File: config.mk
export PLATFORM = sky130hd
export DESIGN_NAME = fsk_demod
export DESIGN_NICKNAME = d
export VERILOG_FILES = /design/src/rtl/fsk_pkg.sv /design/src/rtl/fsk_edge_counter.sv /design/src/rtl/fsk_demod.sv
export SDC_FILE = /design/constraint.sdc
export NUM_CORES = 1
export LEC_CHECK = 0
export CORE_ASPECT_RATIO = 0.5
export CORE_MARGIN = 5
export CORE_UTILIZATION = 52
export DETAILED_ROUTE_END_ITERATION = 10
export HOLD_SLACK_MARGIN = 0.15
export PLACE_DENSITY = 0.75
export SLEW_MARGIN = 0
export SYNTH_ARGS = -nofsm -noshare
export SYNTH_HDL_FRONTEND = slang
export SYNTH_SLANG_ARGS = --single-unit
File: constraint.sdc
create_clock -name RX_CLK -period 2.2 [get_ports RX_CLK]
set_clock_uncertainty 0.1 [all_clocks]
set_input_delay 0.22 -clock RX_CLK [delete_from_list [all_inputs] [get_ports RX_CLK]]
set_output_delay 0.22 -clock RX_CLK [all_outputs]
set_load 0.02 [all_outputs]
File: src/rtl/fsk_pkg.sv
// Shared constants for the FSK receive path: deframer state codes and frame layout.
package fsk_pkg;

    localparam int   DATA_BITS = 8;
    localparam logic START_BIT = 1'b0;
    localparam logic STOP_BIT  = 1'b1;

    typedef logic [1:0] state_t;

    localparam state_t ST_IDLE = 2'd0;
    localparam state_t ST_DATA = 2'd1;
    localparam state_t ST_STOP = 2'd2;

endpackage

File: src/rtl/fsk_edge_counter.sv
// Synchronises the FSK input, detects rising edges and counts them over
// free-running windows of BIT_CYCLES clocks, presenting each closed window's count.
module fsk_edge_counter
    import fsk_pkg::*;
#(
    parameter int unsigned BIT_CYCLES = 256,
    parameter int unsigned CNT_W      = 9
) (
    input  logic             clk,
    input  logic             rst,
    input  logic             fsk_in,
    input  logic             en,
    output logic [CNT_W-1:0] count_latched,
    output logic             window_done
);

    localparam int unsigned      WIN_W    = $clog2(BIT_CYCLES);
    localparam logic [WIN_W-1:0] WIN_LAST = WIN_W'(BIT_CYCLES - 1);
    localparam logic [CNT_W-1:0] CNT_MAX  = '1;

    logic [2:0]       sync_q, sync_d;
    logic [WIN_W-1:0] win_q, win_d;
    logic [CNT_W-1:0] edge_cnt_q, edge_cnt_d;
    logic [CNT_W-1:0] count_latched_q, count_latched_d;
    logic             window_done_q, window_done_d;
    logic             rise;
    logic             wrap;
    logic [CNT_W-1:0] closing_cnt;

    // The synchroniser keeps running while disabled so edge detect is clean on re-enable.
    always_comb begin
        sync_d          = {sync_q[1:0], fsk_in};
        rise            = sync_q[1] & ~sync_q[2];
        wrap            = (win_q == WIN_LAST);
        closing_cnt     = (rise && (edge_cnt_q != CNT_MAX)) ? edge_cnt_q + 1'b1 : edge_cnt_q;
        win_d           = win_q;
        edge_cnt_d      = edge_cnt_q;
        count_latched_d = count_latched_q;
        window_done_d   = 1'b0;
        if (!en) begin
            win_d      = '0;
            edge_cnt_d = '0;
        end else if (wrap) begin
            // An edge in the last cycle still belongs to the window being closed.
            win_d           = '0;
            edge_cnt_d      = '0;
            count_latched_d = closing_cnt;
            window_done_d   = 1'b1;
        end else begin
            win_d      = win_q + 1'b1;
            edge_cnt_d = closing_cnt;
        end
    end

    always_ff @(posedge clk or posedge rst) begin
        if (rst) begin
            sync_q          <= '0;
            win_q           <= '0;
            edge_cnt_q      <= '0;
            count_latched_q <= '0;
            window_done_q   <= 1'b0;
        end else begin
            sync_q          <= sync_d;
            win_q           <= win_d;
            edge_cnt_q      <= edge_cnt_d;
            count_latched_q <= count_latched_d;
            window_done_q   <= window_done_d;
        end
    end

    assign count_latched = count_latched_q;
    assign window_done   = window_done_q;

endmodule

File: src/rtl/fsk_demod.sv
// FSK receiver: slices per-window edge counts into bits and deframes
// start/8 data (LSB first)/stop into bytes with valid, frame-error and carrier status.
module fsk_demod
    import fsk_pkg::*;
#(
    parameter int unsigned BIT_CYCLES  = 256,
    parameter int unsigned CNT_W       = 9,
    parameter int unsigned THRESH      = 24,
    parameter int unsigned MIN_EDGES   = 4,
    parameter int unsigned HIGH_IS_ONE = 0
) (
    input  logic       RX_CLK,
    input  logic       RESET,
    input  logic       FSK_IN,
    input  logic       RX_EN,
    output logic       BIT_OUT,
    output logic       BIT_STROBE,
    output logic       CARRIER_OK,
    output logic [7:0] RX_BYTE,
    output logic       RX_VALID,
    output logic       FRAME_ERR
);

    logic [CNT_W-1:0] count_latched;
    logic             window_done;
    logic [31:0]      count_ext;
    logic             hi;

    logic       bit_out_q, bit_out_d;
    logic       bit_strobe_q, bit_strobe_d;
    logic       carrier_ok_q, carrier_ok_d;
    logic [7:0] rx_byte_q, rx_byte_d;
    logic       rx_valid_q, rx_valid_d;
    logic       frame_err_q, frame_err_d;
    state_t     state_q, state_d;
    logic [2:0] idx_q, idx_d;
    logic [7:0] shreg_q, shreg_d;

    fsk_edge_counter #(
        .BIT_CYCLES(BIT_CYCLES),
        .CNT_W     (CNT_W)
    ) u_edge_counter (
        .clk          (RX_CLK),
        .rst          (RESET),
        .fsk_in       (FSK_IN),
        .en           (RX_EN),
        .count_latched(count_latched),
        .window_done  (window_done)
    );

    always_comb begin
        count_ext    = 32'(count_latched);
        hi           = (count_ext >= THRESH);
        bit_strobe_d = window_done & RX_EN;
        bit_out_d    = bit_out_q;
        carrier_ok_d = carrier_ok_q;
        if (bit_strobe_d) begin
            bit_out_d    = (HIGH_IS_ONE != 0) ? hi : ~hi;
            carrier_ok_d = (count_ext >= MIN_EDGES);
        end
    end

    // The deframer consumes the bit registered on the previous strobe, so pulses trail it by one cycle.
    always_comb begin
        state_d     = state_q;
        idx_d       = idx_q;
        shreg_d     = shreg_q;
        rx_byte_d   = rx_byte_q;
        rx_valid_d  = 1'b0;
        frame_err_d = 1'b0;
        if (!RX_EN) begin
            state_d = ST_IDLE;
            idx_d   = '0;
        end else if (bit_strobe_q) begin
            case (state_q)
                ST_IDLE: begin
                    if ((bit_out_q == START_BIT) && carrier_ok_q) begin
                        state_d = ST_DATA;
                        idx_d   = '0;
                    end
                end
                ST_DATA: begin
                    if (!carrier_ok_q) begin
                        state_d = ST_IDLE;
                    end else begin
                        shreg_d[idx_q] = bit_out_q;
                        if (idx_q == 3'(DATA_BITS - 1)) begin
                            state_d = ST_STOP;
                        end else begin
                            idx_d = idx_q + 1'b1;
                        end
                    end
                end
                ST_STOP: begin
                    state_d = ST_IDLE;
                    if (carrier_ok_q) begin
                        if (bit_out_q == STOP_BIT) begin
                            rx_byte_d  = shreg_q;
                            rx_valid_d = 1'b1;
                        end else begin
                            frame_err_d = 1'b1;
                        end
                    end
                end
                default: state_d = ST_IDLE;
            endcase
        end
    end

    always_ff @(posedge RX_CLK or posedge RESET) begin
        if (RESET) begin
            bit_out_q    <= 1'b0;
            bit_strobe_q <= 1'b0;
            carrier_ok_q <= 1'b0;
            rx_byte_q    <= 8'h00;
            rx_valid_q   <= 1'b0;
            frame_err_q  <= 1'b0;
            state_q      <= ST_IDLE;
            idx_q        <= '0;
            shreg_q      <= '0;
        end else begin
            bit_out_q    <= bit_out_d;
            bit_strobe_q <= bit_strobe_d;
            carrier_ok_q <= carrier_ok_d;
            rx_byte_q    <= rx_byte_d;
            rx_valid_q   <= rx_valid_d;
            frame_err_q  <= frame_err_d;
            state_q      <= state_d;
            idx_q        <= idx_d;
            shreg_q      <= shreg_d;
        end
    end

    assign BIT_OUT    = bit_out_q;
    assign BIT_STROBE = bit_strobe_q;
    assign CARRIER_OK = carrier_ok_q;
    assign RX_BYTE    = rx_byte_q;
    assign RX_VALID   = rx_valid_q;
    assign FRAME_ERR  = frame_err_q;

endmodule

==> impl_metrics.env, run 1 <==
export IMPL_largest_family_of_logic_cells_by_synthesized_area="simple AND/OR/NAND/NOR gates"
export IMPL_postCtsHoldBufs=0
export IMPL_setup_worst_path_class="reg2reg"
export IMPL_path_clk_slew_ns=0.09
export IMPL_finalSetupViolations=0
export IMPL_floorplan_die_area_um2=6060
export IMPL_hold_path_class="in2async"
export IMPL_die_height_um=57.6
export IMPL_edff_count_synth=0
export IMPL_wire_length_of_the_first_global_routing_pass_um=7290
export IMPL_syn_area_um2=2360
export IMPL_power_per_standard_cell_area_nw_per_um2=585
export IMPL_rr_endpoint="u_edge_counter.count_latched[7]"
export IMPL_finalHoldViolCount=0
export IMPL_cts_tree="built"
export IMPL_drive_gt1_frac=0.191
export IMPL_number_of_clock_buffers_inserted_by_tritoncts=5
export IMPL_grt_start_max_net_pins=55
export IMPL_netlist_instances=207
export IMPL_cts_sink_count=54
export IMPL_worstPathRequired_ns=2.29
export IMPL_maximum_capacitance_violations=0
export IMPL_critPathCapture="u_edge_counter.count_latched[7]"
export IMPL_finalInstanceArea_um2=2750
export IMPL_htree_num_levels=2
export IMPL_post_detailed_route_count_of_antenna_violating_nets=0
export IMPL_n_antenna_cell=0
export IMPL_detail_route_wl_per_cell_um=13.6
export IMPL_netlist_top_cell_by_area="sky130_fd_sc_hd__dfrtp_1"
export IMPL_nNetsFinal=244
export IMPL_floorplan_initialDensity=0.538
export IMPL_critPathLaunch="u_edge_counter.edge_cnt_q[0]"
export IMPL_timing_critical_path_fanout_max=3
export IMPL_layout_min_cycle_time_ns=2.09
export IMPL_dpl_cell_area_um2=2650
export IMPL_cp_arrival_ns=2.18
export IMPL_synth_mux_area_frac=0.0987
export IMPL_ff2ff_setup_slack_ns=0.11
export IMPL_rr_worst_depth=8
export IMPL_antenna_found_initial=0
export IMPL_yosys_most_used_dff="sky130_fd_sc_hd__dfrtp_1"
export IMPL_drt_initial_drc_count=82
export IMPL_drtPass1Iterations=4
export IMPL_netlist_top_cells_count="54 x sky130_fd_sc_hd__dfrtp_1, 22 x sky130_fd_sc_hd__nand2_1, 21 x sky130_fd_sc_hd__nor2_1"
export IMPL_synth_adder_area_share=0.0265
export IMPL_power_leakage_nw=1.28
export IMPL_synth_compound_gate_area_share=0.0536
export IMPL_maxClockFrequency_mhz=478
export IMPL_fin_cells=292
export IMPL_finalCritPeriodShare=0.950
export IMPL_ir_worst_vdd_uv=273
export IMPL_place_port_buffers=16
export IMPL_outcome="finished clean"
export IMPL_core_rowCount=17
export IMPL_yosys_area_share_simple=0.179
export IMPL_synth_most_common_cell="sky130_fd_sc_hd__dfrtp_1"
export IMPL_synth_warning_count=0
export IMPL_synth_ff_latch_count=54
export IMPL_post_synth_xor_xnor_area=0.0408
export IMPL_half_perimeter_wire_length_after_placement_um=2830
export IMPL_launching_point_of_the_worst_reg2reg_path="u_edge_counter.edge_cnt_q[0]"
export IMPL_synth_top_cell_area_share=0.573
export IMPL_globalplace_congestion=0.738
export IMPL_synth_distinct_cells=36
export IMPL_globalRoute_totalOverflow=0
export IMPL_root_buffer="sky130_fd_sc_hd__clkbuf_8"
export IMPL_syn_area_per_cell_um2=11.4
export IMPL_drc_violations_left=0
export IMPL_syn_num_nets=216
export IMPL_clock_path_buffers=2
export IMPL_placed_cells=285
export IMPL_clock_insertion_delay_worst_skew_ns=0.31
export IMPL_crit_path_end_kind="register"
export IMPL_synth_area_leaders="sky130_fd_sc_hd__dfrtp_1 57%, sky130_fd_sc_hd__mux2_2 8.6%, sky130_fd_sc_hd__nand2_1 3.5%, sky130_fd_sc_hd__nor2_1 3.3%, sky130_fd_sc_hd__ha_1 2.7%"
export IMPL_timing_slew_headroom=0.712
export IMPL_worst_hold_slack_ns=0.173
export IMPL_core_area_um2=4380
export IMPL_slew_violations=0
export IMPL_detailroute_via_count=1539
export IMPL_yosysSeqAreaShare=0.573
export IMPL_area_growth_pct=16.6
export IMPL_slew_at_the_pin_with_the_worst_max_slew_slack_ns=0.428
export IMPL_die_width_um=105
export IMPL_critPathLaunchType="register"
export IMPL_drt_vias_per_instance=5.27
export IMPL_gr_usage_all_layers=0.153
export IMPL_routed_wirelength_um=3980
export IMPL_grt_pass1_vias=1623
export IMPL_asyncSetResetFlopFracSynth=1.00
export IMPL_io_pins=17
metal layers:
metal | share of wire | wire [um] | GRT usage | up-vias
li1 | - | - | - | 765
met1 | 0.46 | 1840 | 0.179 | 750
met2 | 0.48 | 1920 | 0.260 | 16
met3 | 0.032 | 126 | 0.0400 | 8
met4 | 0.024 | 94 | 0.0874 | 0
met5 | 0 | 0 | 0 | -
registers in the layout (all words and copies together), names as in the netlist, 2 cells and up:
signal / flops
idx_q: 3
u_edge_counter.count_latched: 7
u_edge_counter.edge_cnt_q: 9
shreg_q: 8
RX_BYTE: 8
u_edge_counter.win_q: 8
state_q: 2
u_edge_counter.sync_q: 3
critical path: stages, from the launching register on:
cell and delay, ns:
sky130_fd_sc_hd__dfrtp_1 0.39, sky130_fd_sc_hd__ha_1 0.21, sky130_fd_sc_hd__nand2_1 0.08, sky130_fd_sc_hd__nor3_1 0.05
sky130_fd_sc_hd__ha_2 0.19, sky130_fd_sc_hd__or3b_4 0.40, sky130_fd_sc_hd__nor4_4 0.30, sky130_fd_sc_hd__xnor2_1 0.18
sky130_fd_sc_hd__o21ai_1 0.08
power breakdown:
part           leakage, nW  internal (W)  switching [W]
Sequential           0.744       0.00100     0.00000946
Clock               0.0373      0.000219       0.000310
Combinational        0.496     0.0000281      0.0000412
Total                 1.28       0.00125       0.000361
layout make-up:
type	count	area [um^2]
clock buffers	6	72.6
flip-flops and latches	54	1350
repair buffers	27	255
multi-input cells	139	962
fillers	343	1630
clock inverters	1	7.51
inverters	8	30.0
well taps	57	71.3
repair_timing:
item                                    CTS  global route
gates resized for setup                   0             4
endpoints found under the setup margin    0             3
buffers inserted                          0             0
kinds of logic (layout without fill, tap and decap cells):
family                   count (synthesis)  after routing
adder cells (fa/ha/maj)                  5              5
AND/OR/NAND/NOR                         81             81
AO/OA/AOI/OAI                           21             21
buffers and inverters                   14             42
flip-flops                              54             54
multiplexers                            21             21
XOR/XNOR                                11             11
layout by cell type, fill, tap and decap left out, types with 5 or more instances in the layout:
cell / instances
sky130_fd_sc_hd__mux2_2: 18
sky130_fd_sc_hd__clkdlybuf4s50_1: 16
sky130_fd_sc_hd__nand3_1: 7
sky130_fd_sc_hd__nor3_1: 8
sky130_fd_sc_hd__clkbuf_8: 5
sky130_fd_sc_hd__buf_4: 10
sky130_fd_sc_hd__nand2_1: 22
sky130_fd_sc_hd__o21ai_0: 8
sky130_fd_sc_hd__nor2_1: 21
sky130_fd_sc_hd__xor2_1: 7
sky130_fd_sc_hd__inv_1: 7
sky130_fd_sc_hd__dfrtp_1: 54
worst min-delay path by stage:
stage                                   from                        to  slack (ns)
floorplan                             FSK_IN  u_edge_counter.sync_q[0]        0.15
global placement    u_edge_counter.sync_q[0]  u_edge_counter.sync_q[1]        0.23
detailed placement  u_edge_counter.sync_q[0]  u_edge_counter.sync_q[1]        0.24
CTS                                    RESET                BIT_STROBE        0.18
global route                           RESET                shreg_q[4]        0.20
finish                                 RESET                   BIT_OUT        0.17
per-stage QoR:
| stage | setup TNS, ns | util | setup WS [ns] | total power (W) |
|---|---|---|---|---|
| CTS | 0 | 0.623 | 0.00795 | 0.00163 |
| floorplan | 0 | - | 0.0562 | 0.00107 |
| detailed placement | 0 | 0.604 | 0.0311 | 0.00110 |
| global route | -0.0108 | 0.628 | -0.00996 | 0.00169 |
| global placement | 0 | 0.604 | 0.0799 | 0.00110 |
| finish | 0 | 0.628 | 0.110 | 0.00161 |
No activity file was read; power rests on OpenSTA's default activity.
==> run 2, diff against run 1 <==
--- a/config.mk
+++ b/config.mk
@@ -5,12 +5,13 @@
 export SDC_FILE = /design/constraint.sdc
 export NUM_CORES = 1
 export LEC_CHECK = 0
+export CAP_MARGIN = 0
 export CORE_ASPECT_RATIO = 0.5
 export CORE_MARGIN = 5
-export CORE_UTILIZATION = 52
+export CORE_UTILIZATION = 62
 export DETAILED_ROUTE_END_ITERATION = 10
 export HOLD_SLACK_MARGIN = 0.15
-export PLACE_DENSITY = 0.75
+export PLACE_DENSITY = 0.84
 export SLEW_MARGIN = 0
 export SYNTH_ARGS = -nofsm -noshare
 export SYNTH_HDL_FRONTEND = slang
==> constraint.sdc (replaced) <==
create_clock -name RX_CLK -period 2.55 [get_ports RX_CLK]
set_clock_uncertainty 0.1 [all_clocks]
set_input_delay 0.255 -clock RX_CLK [delete_from_list [all_inputs] [get_ports RX_CLK]]
set_output_delay 0.255 -clock RX_CLK [all_outputs]
set_load 0.02 [all_outputs]
==> impl_metrics.env, run 2 (synthesis gave the netlist of run 1 again) <==
export IMPL_outcome="finished clean"
export IMPL_critical_path_most_common_cell="sky130_fd_sc_hd__ha_1"
export IMPL_power_total_w=0.00146
export IMPL_gr_max_usage_layer="met2"
export IMPL_grt_pass1_vias=1576
export IMPL_clock_insertion_delay_worst_skew_ns=0.30
export IMPL_place_port_buffers=16
export IMPL_drive_gt1_frac=0.154
export IMPL_root_buffer="sky130_fd_sc_hd__clkbuf_8"
export IMPL_drt_vias_per_instance=5.50
export IMPL_ir_worst_vdd_uv=247
export IMPL_setup_tns_final_ns=0
export IMPL_postCtsHoldBufs=0
export IMPL_critPathTopFamily="simple AND/OR/NAND/NOR gates"
export IMPL_flip_flop_count_of_the_largest_register_after_layout=9
export IMPL_maxClockFrequency_mhz=434
export IMPL_layout_cells_most_common_list="54 x sky130_fd_sc_hd__dfrtp_1, 22 x sky130_fd_sc_hd__nand2_1, 21 x sky130_fd_sc_hd__nor2_1, 18 x sky130_fd_sc_hd__mux2_2, 16 x sky130_fd_sc_hd__clkdlybuf4s50_1"
export IMPL_floorplan_die_area_um2=5210
export IMPL_post_detailed_route_count_of_antenna_violating_nets=0
export IMPL_cp_arrival_ns=2.38
export IMPL_cp_slowest_stage_delay_ns=0.43
export IMPL_io_pins=17
export IMPL_finalHoldViolCount=0
export IMPL_wire_length_of_the_first_global_routing_pass_um=7030
export IMPL_path_buf_inv=0
export IMPL_nNetsFinal=235
export IMPL_slew_at_the_pin_with_the_worst_max_slew_slack_ns=0.614
export IMPL_floorplan_initialDensity=0.665
export IMPL_drtPass1Iterations=4
export IMPL_timing_slew_headroom=0.589
export IMPL_cts_repair_resize_count=0
export IMPL_unrepaired_setup_endpoints_after_global_routing="false"
export IMPL_timing_critical_path_cells="ha_1, nand2_1, nor3_1, ha_1, or3b_4, nor4_1, xnor2_1, o21ai_1"
export IMPL_antenna_found_initial=0
export IMPL_slew_violations=0
export IMPL_clock_path_buffers=2
export IMPL_routed_wirelength_um=3860
export IMPL_die_width_um=97.2
export IMPL_core_rowCount=15
export IMPL_sequential_power_share=0.598
export IMPL_max_flop_register="u_edge_counter.edge_cnt_q"
export IMPL_globalRoute_totalOverflow=0
export IMPL_setup_worst_path_class="reg2reg"
export IMPL_detail_route_wl_per_cell_um=13.9
export IMPL_comb_power_share=0.036
export IMPL_drc_violations_left=0
export IMPL_htree_num_levels=2
export IMPL_hold_path_class="in2async"
export IMPL_power_leakage_nw=1.24
export IMPL_cts_post_setup_buffers_inserted=0
export IMPL_clock_network_power_share=0.366
export IMPL_number_of_clock_buffers_inserted_by_tritoncts=5
export IMPL_power_per_standard_cell_area_nw_per_um2=545
export IMPL_cts_tree="built"
export IMPL_detailroute_via_count=1529
export IMPL_netSwitchingFraction=0.208
export IMPL_groute_layer_met2_usage=0.315
export IMPL_power_switching_w=0.000304
export IMPL_path_clk_slew_ns=0.09
export IMPL_half_perimeter_wire_length_after_placement_um=2770
export IMPL_core_area_um2=3550
export IMPL_finalCritPeriodShare=0.904
export IMPL_cts_sink_count=54
export IMPL_worstPathRequired_ns=2.63
export IMPL_use_met3=0.0517
export IMPL_critPathSlowestCell="sky130_fd_sc_hd__dfrtp_1"
export IMPL_crit_path_end_kind="register"
export IMPL_area_growth_pct=13.7
export IMPL_intPower_w=0.00116
export IMPL_timing_critical_path_fanout_max=4
export IMPL_critPathLaunchType="register"
export IMPL_die_height_um=53.6
export IMPL_globalplace_congestion=0.807
export IMPL_groute_layer_met1_usage=0.206
export IMPL_ff2ff_setup_slack_ns=0.25
export IMPL_layout_min_cycle_time_ns=2.30
export IMPL_grt_start_max_net_pins=30
export IMPL_gr_usage_all_layers=0.175
export IMPL_finalSetupViolations=0
export IMPL_drt_initial_drc_count=32
export IMPL_n_antenna_cell=0
export IMPL_maximum_capacitance_violations=0
export IMPL_final_common_cell="sky130_fd_sc_hd__dfrtp_1"
==> run 2: cell count changes in the layout (fill, tap and decap cells not counted) <==
| cell | previous run | this run |
|---|---|---|
| sky130_fd_sc_hd__nor4_4 | 1 | 0 |
| sky130_fd_sc_hd__nand3_1 | 7 | 8 |
| sky130_fd_sc_hd__ha_2 | 1 | 0 |
| sky130_fd_sc_hd__nor4_1 | 1 | 2 |
| sky130_fd_sc_hd__clkbuf_8 | 5 | 8 |
| sky130_fd_sc_hd__nand3_2 | 1 | 0 |
| sky130_fd_sc_hd__clkinvlp_4 | 1 | 0 |
| sky130_fd_sc_hd__ha_1 | 4 | 5 |
| sky130_fd_sc_hd__buf_4 | 10 | 1 |
| sky130_fd_sc_hd__clkbuf_1 | 1 | 0 |
==> run 2: per-layer routing <==
metal  wire, um  part of all wire  up-vias
met4         74             0.019        0
met1       1830              0.47      749
met3        140             0.036       10
li1           -                 -      747
met5          0                 0        -
met2       1820              0.47       23
==> run 2: worst register-to-register path: stages, from the launching register on <==
cell,delay [ns]
sky130_fd_sc_hd__dfrtp_1,0.43
sky130_fd_sc_hd__ha_1,0.25
sky130_fd_sc_hd__nand2_1,0.08
sky130_fd_sc_hd__nor3_1,0.05
sky130_fd_sc_hd__ha_1,0.22
sky130_fd_sc_hd__or3b_4,0.42
sky130_fd_sc_hd__nor4_1,0.37
sky130_fd_sc_hd__xnor2_1,0.19
sky130_fd_sc_hd__o21ai_1,0.08
==> run 2: cell type report <==
| cell class | instances | area, um^2 |
|---|---|---|
| Clock buffer | 8 | 110 |
| Fill cell | 221 | 865 |
| Inverter | 8 | 30.0 |
| Multi-Input combinational cell | 139 | 940 |
| Sequential cell | 54 | 1350 |
| Tap cell | 51 | 63.8 |
| Timing Repair Buffer | 18 | 188 |
==> run 2: power groups by stage <==
stage,sequential (W),combinational [W],clock (W)
6_report,0.000873,0.0000532,0.000535
2_1_floorplan,0.000888,0.0000367,0
4_1_cts,0.000873,0.0000547,0.000547
5_1_grt,0.000875,0.0000603,0.000578
3_5_place_dp,0.000890,0.0000543,0
3_3_place_gp,0.000889,0.0000524,0
==> run 2: metrics by stage <==
step	instance area [um^2]	hold WS [ns]	util	cells	setup slack [ns]
2_1_floorplan	2360	0.186	-	207	0.406
3_3_place_gp	2570	0.236	0.725	270	0.348
3_5_place_dp	2570	0.242	0.725	270	0.263
4_1_cts	2680	0.219	0.756	278	0.251
5_1_grt	2680	0.267	0.756	278	0.165
6_report	2680	0.212	0.756	278	0.245
==> run 2: path summary, 6_finish.rpt <==
path	end	start	cells past startpoint
worst max-delay path	u_edge_counter.count_latched[7]	u_edge_counter.edge_cnt_q[0]	8
worst min register to register	u_edge_counter.sync_q[1]	u_edge_counter.sync_q[0]	0
max in group asynchronous	u_edge_counter.win_q[7]	RESET	3
worst max register to register	u_edge_counter.count_latched[7]	u_edge_counter.edge_cnt_q[0]	8
worst min-delay path	u_edge_counter.count_latched[8]	RESET	2
min in group RX_CLK	u_edge_counter.sync_q[1]	u_edge_counter.sync_q[0]	0
==> run 3, diff against run 2 <==
--- a/config.mk
+++ b/config.mk
@@ -10,7 +10,9 @@
 export CORE_MARGIN = 5
 export CORE_UTILIZATION = 62
 export DETAILED_ROUTE_END_ITERATION = 10
+export GPL_TIMING_DRIVEN = 0
 export HOLD_SLACK_MARGIN = 0.15
+export MAX_ROUTING_LAYER = met4
 export PLACE_DENSITY = 0.84
 export SLEW_MARGIN = 0
 export SYNTH_ARGS = -nofsm -noshare
==> impl_metrics.env, run 3 (synthesis gave the netlist of run 1 again) <==
export IMPL_power_per_standard_cell_area_nw_per_um2=511
export IMPL_fin_cells=283
export IMPL_layout_cells_most_common_list="54 x sky130_fd_sc_hd__dfrtp_1, 22 x sky130_fd_sc_hd__nand2_1, 21 x sky130_fd_sc_hd__nor2_1, 18 x sky130_fd_sc_hd__mux2_2, 15 x sky130_fd_sc_hd__clkdlybuf4s50_1"
export IMPL_clock_network_power_share=0.324
export IMPL_clock_path_buffers=2
export IMPL_cts_sink_count=54
export IMPL_critPathSlowestCell="sky130_fd_sc_hd__dfrtp_1"
export IMPL_drt_vias_per_instance=5.45
export IMPL_power_switching_w=0.000302
export IMPL_placed_cells=274
export IMPL_slew_at_the_pin_with_the_worst_max_slew_slack_ns=0.618
export IMPL_n_antenna_cell=0
export IMPL_intPower_w=0.00107
export IMPL_nNetsFinal=241
export IMPL_final_common_cell="sky130_fd_sc_hd__dfrtp_1"
export IMPL_floorplan_die_area_um2=5210
export IMPL_layout_min_cycle_time_ns=2.32
export IMPL_path_buf_inv=0
export IMPL_io_pins=17
export IMPL_timing_critical_path_cells="ha_1, nand2_1, nor3_1, ha_1, or3b_4, nor4_1, xnor2_1, o21ai_1"
export IMPL_number_of_clock_buffers_inserted_by_tritoncts=5
export IMPL_hold_path_class="reg2reg"
export IMPL_grt_start_max_net_pins=42
export IMPL_die_width_um=97.2
export IMPL_detailroute_via_count=1541
export IMPL_finalHoldViolCount=0
export IMPL_cp_slowest_stage_delay_ns=0.43
export IMPL_timing_critical_path_fanout_max=4
export IMPL_gr_usage_all_layers=0.188
export IMPL_cp_arrival_ns=2.40
export IMPL_maxClockFrequency_mhz=431
export IMPL_netSwitchingFraction=0.220
export IMPL_core_rowCount=15
export IMPL_drc_violations_left=0
export IMPL_post_detailed_route_count_of_antenna_violating_nets=0
export IMPL_floorplan_initialDensity=0.665
export IMPL_finalCritPeriodShare=0.909
export IMPL_core_area_um2=3550
export IMPL_critical_path_most_common_cell="sky130_fd_sc_hd__ha_1"
export IMPL_max_flop_register="u_edge_counter.edge_cnt_q"
export IMPL_grt_pass1_vias=1645
export IMPL_timing_slew_headroom=0.586
export IMPL_setup_tns_final_ns=0
export IMPL_crit_path_end_kind="register"
export IMPL_antenna_found_initial=0
export IMPL_worstPathRequired_ns=2.64
export IMPL_root_buffer="sky130_fd_sc_hd__clkbuf_8"
export IMPL_detail_route_wl_per_cell_um=14.4
export IMPL_path_clk_slew_ns=0.09
export IMPL_drt_initial_drc_count=32
export IMPL_critPathTopFamily="simple AND/OR/NAND/NOR gates"
export IMPL_place_port_buffers=15
export IMPL_outcome="finished clean"
export IMPL_comb_power_share=0.041
export IMPL_area_growth_pct=14.2
export IMPL_half_perimeter_wire_length_after_placement_um=2930
export IMPL_unrepaired_setup_endpoints_after_global_routing="false"
export IMPL_finalSetupViolations=0
export IMPL_globalRoute_totalOverflow=0
export IMPL_utilization_after_layout=0.759
export IMPL_flip_flop_count_of_the_largest_register_after_layout=9
export IMPL_globalplace_congestion=0.794
export IMPL_dpl_cell_area_um2=2590
export IMPL_power_leakage_nw=1.24
export IMPL_ir_worst_vdd_uv=259
export IMPL_wire_length_of_the_first_global_routing_pass_um=7460
export IMPL_cts_post_setup_buffers_inserted=0
export IMPL_worst_hold_slack_ns=0.263
export IMPL_drive_gt1_frac=0.147
export IMPL_routed_wirelength_um=4060
export IMPL_num_fill_cells=233
export IMPL_die_height_um=53.6
export IMPL_slew_violations=0
export IMPL_clock_insertion_delay_worst_skew_ns=0.30
export IMPL_cts_tree="built"
export IMPL_maximum_capacitance_violations=0
export IMPL_finalInstanceArea_um2=2690
export IMPL_critPathLaunchType="register"
export IMPL_htree_num_levels=2
export IMPL_drtPass1Iterations=4
export IMPL_sequential_power_share=0.635
export IMPL_setup_worst_path_class="reg2reg"
[run 3: metrics by stage]
step,total power (W),setup slack (ns)
floorplan,0.000924,0.406
global placement,0.000937,-0.0161
detailed placement,0.000945,0.256
CTS,0.00138,0.233
global route,0.00143,0.114
finish,0.00138,0.232
[run 3: worst paths after layout]
kind / startpoint / end / slack, ns / cells past startpoint
setup / recovery: u_edge_counter.edge_cnt_q[0] / u_edge_counter.count_latched[7] / 0.23 / 8
hold / removal: u_edge_counter.sync_q[0] / u_edge_counter.sync_q[1] / 0.26 / 0
setup reg to reg: u_edge_counter.edge_cnt_q[0] / u_edge_counter.count_latched[7] / 0.23 / 8
hold reg to reg: u_edge_counter.sync_q[0] / u_edge_counter.sync_q[1] / 0.26 / 0
max in group asynchronous: RESET / shreg_q[3] / 1.16 / 4
min in group asynchronous: RESET / u_edge_counter.count_latched[7] / 0.68 / 3
[run 3: repair_timing]
item	CTS	global route
hold buffers	2	0
gates resized for setup	0	0
endpoints found under the hold margin	15	0
[run 3: area by class of cell]
class	count	area (um^2)	area share
well taps	51	63.8	0.0237
clock buffers	6	72.6	0.0270
flip-flops and latches	54	1350	0.502
inverters	8	30.0	0.0112
plain buffers	6	37.5	0.0139
clock inverters	1	7.51	0.00279
repair buffers	18	190	0.0706
multi-input cells	139	940	0.349
[run 3: power by group through the flow]
stage / Clock, W / Combinational (W) / Sequential, W
after global placement: 0 / 0.0000479 / 0.000889
after floorplan: 0 / 0.0000367 / 0.000888
after global routing: 0.000491 / 0.0000650 / 0.000876
after detailed placement: 0 / 0.0000549 / 0.000890
after CTS: 0.000453 / 0.0000577 / 0.000873
final: 0.000446 / 0.0000560 / 0.000873
[run 3: layer usage]
layer | part of all wire | routed length (um) | vias to the layer above | global-route usage
li1 | - | - | 763 | -
met1 | 0.45 | 1850 | 759 | 0.207
met2 | 0.51 | 2060 | 15 | 0.357
met3 | 0.032 | 130 | 4 | 0.0479
met4 | 0.0062 | 25 | 0 | 0.0483
met5 | 0 | 0 | - | -
